[src/rtl/header_parser.sv]
// One-cycle pass-through on the 64-bit packet bus that parses Ethernet/IPv4/UDP
// headers, flags UDP payload words on the output and counts them per packet.
module header_parser #(
  parameter int DWIDTH     = 64,
  parameter int CTRL_WIDTH = DWIDTH / 8
) (
  input  logic                  i_clock,
  input  logic                  i_reset,
  input  logic [DWIDTH-1:0]     in_data,
  input  logic [CTRL_WIDTH-1:0] in_ctrl,
  input  logic                  in_wr,
  output logic                  in_rdy,
  output logic [DWIDTH-1:0]     out_data,
  output logic [CTRL_WIDTH-1:0] out_ctrl,
  output logic                  out_wr,
  input  logic                  out_rdy,
  output logic [15:0]           data_count,
  output logic                  o_inside_payload
);

  typedef enum logic {S_MODHDR, S_BODY} state_e;

  state_e                  state_q, state_d;
  logic [7:0]              idx_q, idx_d;
  logic [15:0]             count_q, count_d;
  logic [15:0]             ethertype_q;
  logic [3:0]              ihl_q;
  logic [7:0]              proto_q;
  logic [DWIDTH-1:0]       out_data_q;
  logic [CTRL_WIDTH-1:0]   out_ctrl_q;
  logic                    out_wr_q;
  logic                    payload_q, payload_d;

  logic                    accept;
  logic                    ctrl_zero;
  logic                    first_word;
  logic                    body_word;
  logic [7:0]              pw;

  assign in_rdy = out_rdy;

  // NOTE: every signal driven here gets a default first so no latch is inferred.
  always_comb begin
    accept     = in_wr & out_rdy;
    ctrl_zero  = (in_ctrl == '0);
    first_word = (state_q == S_MODHDR) & ctrl_zero;
    body_word  = (state_q == S_BODY) | ctrl_zero;

    idx_d = idx_q;
    if (first_word)          idx_d = 8'd0;
    else if (idx_q != 8'hFF) idx_d = idx_q + 8'd1;

    // First payload word = (14 + 4*IHL + 8) >> 3, using the fields latched earlier.
    pw = (8'd22 + {2'b00, ihl_q, 2'b00}) >> 3;

    payload_d = body_word & (ethertype_q == 16'h0800) & (proto_q == 8'd17) &
                (ihl_q >= 4'd5) & (idx_d >= pw);

    state_d = state_q;
    if (first_word)                          state_d = S_BODY;
    else if (state_q == S_BODY && !ctrl_zero) state_d = S_MODHDR;

    count_d = count_q;
    if (first_word)                               count_d = 16'd0;
    else if (payload_d && count_q != 16'hFFFF)    count_d = count_q + 16'd1;
  end

  // NOTE: state uses non-blocking assignments; the datapath copy is reset too so
  // out_data/out_ctrl read as zero straight after reset.
  always_ff @(posedge i_clock) begin
    if (i_reset) begin
      state_q     <= S_MODHDR;
      idx_q       <= '0;
      count_q     <= '0;
      ethertype_q <= '0;
      ihl_q       <= '0;
      proto_q     <= '0;
      out_data_q  <= '0;
      out_ctrl_q  <= '0;
      out_wr_q    <= 1'b0;
      payload_q   <= 1'b0;
    end else begin
      out_data_q <= in_data;
      out_ctrl_q <= in_ctrl;
      out_wr_q   <= accept;
      payload_q  <= accept & payload_d;
      if (accept) begin
        state_q <= state_d;
        count_q <= count_d;
        if (body_word) idx_q <= idx_d;
        if (first_word) begin
          ethertype_q <= '0;
          ihl_q       <= '0;
          proto_q     <= '0;
        end else if (state_q == S_BODY) begin
          if (idx_d == 8'd1) begin
            ethertype_q <= in_data[31:16];
            ihl_q       <= in_data[11:8];
          end
          if (idx_d == 8'd2) proto_q <= in_data[7:0];
        end
      end
    end
  end

  assign out_data         = out_data_q;
  assign out_ctrl         = out_ctrl_q;
  assign out_wr           = out_wr_q;
  assign o_inside_payload = payload_q;
  assign data_count       = count_q;

endmodule

[config.mk]
export PLATFORM = sky130hd
export DESIGN_NAME = header_parser
export DESIGN_NICKNAME = d
export VERILOG_FILES = /design/src/rtl/header_parser.sv
export SDC_FILE = /design/constraint.sdc
export NUM_CORES = 1
export LEC_CHECK = 0
export CAP_MARGIN = 25
export CORE_MARGIN = 1
export CORE_UTILIZATION = 40
export DETAILED_ROUTE_END_ITERATION = 6
export PLACE_DENSITY = 0.7
export SLEW_MARGIN = 15
export SYNTH_ARGS = -nofsm -noshare
export SYNTH_HDL_FRONTEND = slang
export SYNTH_SLANG_ARGS = --single-unit
[constraint.sdc]
create_clock -name i_clock -period 3.7 [get_ports i_clock]
set_input_delay 0.37 -clock i_clock [delete_from_list [all_inputs] [get_ports i_clock]]
set_output_delay 0.37 -clock i_clock [all_outputs]
set_load 0.03 [all_outputs]
### Word level (Yosys, flattened, before mapping)

Cells that the tools add are included.

| word-level totals | value |
|---|---|
| input bits | 76 |
| memory bits (read-only) | 0 |
| bits in registers | 127 |
| memories kept | 0 |
| bits in latches | 0 |
| output and inout bits | 91 |
| word-level logic and storage cells | 59 |
| bits in writable memories | 0 |

| cells by class | value |
|---|---|
| bitwise operators | 9 |
| reduce and logical (&&, ||, !) cells | 14 |
| equal/unequal tests | 6 |
| divide/modulo/power cells | 0 |
| shift operators | 0 |
| mux-type cells | 15 |
| $mul | 0 |
| magnitude comparators | 2 |
| $add $sub $neg | 3 |

Operators by type and width:

| kind | number |
|---|---|
| 16-bit 2-to-1 mux | 5 |
| 8-bit 2-to-1 mux | 5 |
| 16-bit by 1-bit adder with 16-bit output (second input constant) | 1 |
| 16-bit by 12-bit == test with 1-bit output (second input constant) | 1 |
| 16-bit != test (second input constant) | 1 |
| 4-bit 2-to-1 mux | 3 |
| 2-bit nonzero test | 5 |
| 8-bit by 1-bit adder with 8-bit output (second input constant) | 1 |
| 8-bit by 1-bit == test with 1-bit output (second input constant) | 1 |
| 8-bit by 2-bit == test with 1-bit output (second input constant) | 1 |
| 8-bit by 5-bit == test with 1-bit output (second input constant) | 1 |
| 8-bit by 4-bit greater-or-equal comparator with 1-bit output | 1 |
| 8-bit logical NOT | 1 |
| 8-bit != test (second input constant) | 1 |
| 5-bit by 6-bit adder with 7-bit output (first input constant) | 1 |
| 1-bit AND | 7 |
| 2-bit AND reduction | 3 |
| 3-bit AND reduction | 2 |
| 4-bit by 3-bit greater-or-equal comparator with 1-bit output (second input constant) | 1 |
| 1-bit logical AND | 2 |
| 1-bit 2-to-1 mux | 2 |
| 1-bit logical NOT | 1 |
| 1-bit NOT | 1 |
| 1-bit bitwise OR | 1 |

### Logic depth before layout (Yosys ltp)

| depth | value |
|---|---|
| depth after elaboration | 9 |
| depth in mapped cells | 15 |
| mapped depth without buffers | 14 |

### Worst setup path before layout

Ideal clock, no wire load.

| timing path | value |
|---|---|
| kind | in2reg |
| start | in in_ctrl[1] |
| end | reg count_q[15], in the netlist data_count[15] |
| data required time | 3.579 ns |
| path buffers | 1 |
| stages on the path | 13 |
| arrival | 2.837 ns |
| setup slack | 0.742 ns |
| path through | nor4_1 -> nand2_1 -> inv_1 -> ha_1 -> clkbuf_1 -> nor2_1 -> ha_1 -> o21ai_0 -> a21oi_1 -> o41ai_2 -> o21ai_1 -> nand4_1 -> mux2_2 |

RTL lines:

| item | line | text |
|---|---|---|
| start, declared | 10 | `input logic [CTRL_WIDTH-1:0] in_ctrl,` |
| 8-bit logical NOT | 45 | `ctrl_zero = (in_ctrl == '0);` |
| 1-bit AND | 46 | `first_word = (state_q == S_MODHDR) & ctrl_zero;` |
| net first_word | 36 | `logic first_word;` |
| 8-bit 2-to-1 mux | 50 | `if (first_word) idx_d = 8'd0;` |
| net idx_d[1] | 24 | `logic [7:0] idx_q, idx_d;` |
| 8-bit by 4-bit greater-or-equal comparator with 1-bit output | 57 | `(ihl_q >= 4'd5) & (idx_d >= pw);` |
| 1-bit AND | 57 |  |
| 1-bit logical AND | 65 | `else if (payload_d && count_q != 16'hFFFF) count_d = count_q + 16'd1;` |
| 2-bit nonzero test (no line) | - |  |
| 2-bit AND reduction (no line) | - |  |
| end signal, assigned | 89 | `count_q <= count_d;` |
| end, declared | 25 | `logic [15:0] count_q, count_d;` |

The timed path passes the listed nets, and every way through them passes these cells.
A chain may end at the register's enable or synchronous reset.

### Worst setup path after layout

| timing path | value |
|---|---|
| start | reg idx_q[0] |
| end | reg count_q[13], in the netlist data_count[13] |

| between the ends | value |
|---|---|
| cells in the longest elaborated chain, start to end | 8 |

RTL lines:

| item | line | text |
|---|---|---|
| start, declared | 24 |  |
| start signal, assigned | 90 | `if (body_word) idx_q <= idx_d;` |
| 8-bit by 1-bit adder with 8-bit output or 8-bit != test (tied branches) | 51 | `else if (idx_q != 8'hFF) idx_d = idx_q + 8'd1;` |
| 8-bit 2-to-1 mux (*) | 51 |  |
| 8-bit 2-to-1 mux (*) | 50 |  |
| net idx_d[3] | 24 |  |
| 8-bit by 4-bit greater-or-equal comparator with 1-bit output (*) | 57 |  |
| 1-bit AND (*) | 57 |  |
| 1-bit logical AND (*) | 65 |  |
| 2-bit nonzero test (no line) (*) | - |  |
| 2-bit AND reduction (no line) (*) | - |  |

The timed path passes the listed nets; every way through them passes the cells marked *.

==> out/summary.txt <==
Vias -> 3859
Initial Util -> 0.410
Fraction of layout cells with a size suffix above 1 -> 0.0709
Synth unique cells -> 53
Post-synth ARST share -> 0
# H-tree levels -> 4
Crit path DAT -> 3.64 ns
CP Data Required Time -> 4.04 ns
Final Max Slew Viols -> 0
CTS clk-pin slew, worst paths -> 0.06 ns
FMAX -> 303 MHz
Post-DRT Antenna Nets -> 0
Vias/cell -> 4.96
Setup bufs post-CTS -> 0
Dominant cells by area after synthesis -> dfxtp_1 (54%), nor2b_1 (9.6%), a22o_1 (5.2%), ha_1 (2.9%), a21oi_1 (1.9%)
Slew margin rel. -> 0.436
M3 GR Usage -> 0.0705
Largest net degree at the start of global routing -> 69
Root Driver -> clkbuf_16
Peak VDD IR -> 0.000277 V
Crit path kind -> register to register
Delay-heaviest family, CP -> compound AO/OA/AOI/OAI gates
Synth Warn # -> 0
Slowest-stage cell, CP -> dfxtp_1
First-pass GRT wire length -> 17400 um
WHS -> 0.383 ns
R2R depth -> 12
Layer with the highest usage -> met2
Worst Tran Pin Value -> 0.845 ns
Antenna violations before repair -> 0
Fin. Hold Viols -> 0
Worst hold start -> i_reset
Total wire length -> 11400 um
RR Startpoint -> idx_q[0]
Hold Path Class -> primary input to register
Post-cts gate resize count -> 0
Vias in the first global route -> 3654
Cell row count -> 39
Placed wire-length estimate -> 8080 um
Top-count cell post-synth -> dfxtp_1
Max stage delay on crit path -> 0.49 ns
Final GP Congestion -> 0.822
Cell type with the largest total area after synthesis -> dfxtp_1
Pre-antenna DRT Iters -> 4
Commonest cells in the netlist -> dfxtp_1 (127), nor2b_1 (72), a22o_1 (28), nand2_1 (23), nor2_1 (23)
Crit-path max FO -> 12
Final Critical Period -> 3.30 ns
Cell count after synthesis -> 458
Critical-path cell list -> ha_1, and2_1, nand4_4, a211oi_1, ha_1, o21ai_0, a21oi_1, o41ai_2, o21ai_1, buf_4, a21o_1, a21oi_1
IO buf count -> 166
Power Dens Cells -> 493 nW/um2
Fillers -> 945
Hold EP -> out_data[26]
Post-Syn Nets -> 545
Clock Path Buffers -> 2
Final TNS setup -> 0 ns
Worst skew pair latency -> 0.41 ns
Worst hold path depth -> 2
Total die area -> 12200 um2
Buf/Inv on CP -> 1
CTS Hold Bufs -> 0
Crit start category -> register
Routed len/inst -> 14.6 um
GRT Resource Usage Total -> 0.190
Tcrit/Tclk final -> 0.891
Leakage -> 2.79 nW
Area Overhead vs Synth -> 50.7%
#FFs+latches synth -> 127
Number of diodes -> 0
Drc violations -> 0
CTS tree -> done
Core Area -> 11400 um2
Post-synth EDFFs -> 0
NumNets Final -> 709
Post-synth top flop -> dfxtp_1
Post-synthesis area per instance -> 10.2 um2
RSZ-0062 raised after global routing -> false
Die outline height -> 110 um
Aggregate global routing overflow -> 0
Worst clock skew -> 0.00743 ns
Max-Cap Viols -> 0
Overall Power -> 3.48 mW
Num Clock Sinks -> 127
# setup viols final -> 0
Register area share after synthesis -> 0.543
Global Route met1 Usage -> 0.223
Yosys top cell area share -> 0.543
FF-to-FF setup slack -> 0.40 ns
DR iter-0 viols -> 196
Ports -> 167
Status -> complete, no violations
Die width -> 110 um
R2R Path End -> data_count[13]
Total CTS buffers -> 17
Crit. End Element -> register
Mapped cell area -> 4690 um2
Met2 Resource Use GR -> 0.308
==> sequential cells by signal, summed over array words and instances, names as in the netlist <==
register / cells
ihl_q: 4
o_inside_payload: 1
proto_q: 8
out_data: 64
state_q: 1
idx_q: 8
out_ctrl: 8
data_count: 16
out_wr: 1
ethertype_q: 16
==> report_power, final <==
group          switching (mW)  internal (mW)
clock network           0.579           1.16
registers              0.0108           1.41
logic                   0.158          0.161
total                   0.748           2.73
==> per-stage QoR <==
stage / utilization / instance area (um2) / worst slack, ns / instances
after floorplan: - / 4690 / 0.742 / 458
after global placement: 0.564 / 6440 / 0.202 / 746
after detailed placement: 0.564 / 6440 / 0.0765 / 746
after CTS: 0.619 / 7060 / 0.457 / 778
after global routing: 0.619 / 7060 / 0.234 / 778
final: 0.619 / 7060 / 0.402 / 778
==> logic make-up (layout without fill, tap and decap cells) <==
group,count (synthesis),after routing,share of synthesized area
AOI/OAI and AO/OA,87,87,0.140
adders and majority gates,11,11,0.0294
buffers and inverters,39,216,0.0379
DFF,127,127,0.543
muxes,7,7,0.0152
and+or+nand+nor,182,182,0.225
xor gates and xnor gates,5,5,0.00935
==> placed cells by master, fill, tap and decap left out, drive strengths merged, types with 12 or more instances in the layout <==
| master | instances |
|---|---|
| a22o | 28 |
| nor2 | 23 |
| a21oi | 18 |
| inv | 12 |
| clkdlybuf4s50 | 165 |
| clkbuf | 22 |
| nor2b | 72 |
| nand2 | 23 |
| dfxtp | 127 |
==> worst max-delay path by stage <==
stage                          start        endpoint  slack [ns]  depth (start not counted)
after floorplan           in_ctrl[1]  data_count[15]        0.74                         13
after CTS                   idx_q[0]  data_count[14]        0.46                         12
after global routing        idx_q[0]  data_count[14]        0.23                         12
final                       idx_q[0]  data_count[13]        0.40                         12
after detailed placement  in_ctrl[5]  ethertype_q[9]        0.08                         11
after global placement    in_ctrl[5]        ihl_q[2]        0.20                         11
==> cell type report <==
| class | count | area (um2) | area share |
|---|---|---|---|
| Timing Repair Buffer | 172 | 1700 | 0.241 |
| Sequential cell | 127 | 2540 | 0.360 |
| Tap cell | 143 | 179 | 0.0253 |
| Inverter | 12 | 45.0 | 0.00638 |
| Clock inverter | 10 | 160 | 0.0227 |
| Clock buffer | 22 | 464 | 0.0657 |
| Multi-Input combinational cell | 292 | 1970 | 0.279 |
==> metal layers <==
| metal | vias up | part of all wire | wire length (um) |
|---|---|---|---|
| li1 | 1930 | - | - |
| met1 | 1775 | 0.42 | 4820 |
| met2 | 134 | 0.48 | 5450 |
| met3 | 20 | 0.078 | 889 |
| met4 | 0 | 0.017 | 197 |
| met5 | - | 0 | 0 |
Power figures use the tool's default switching activity.
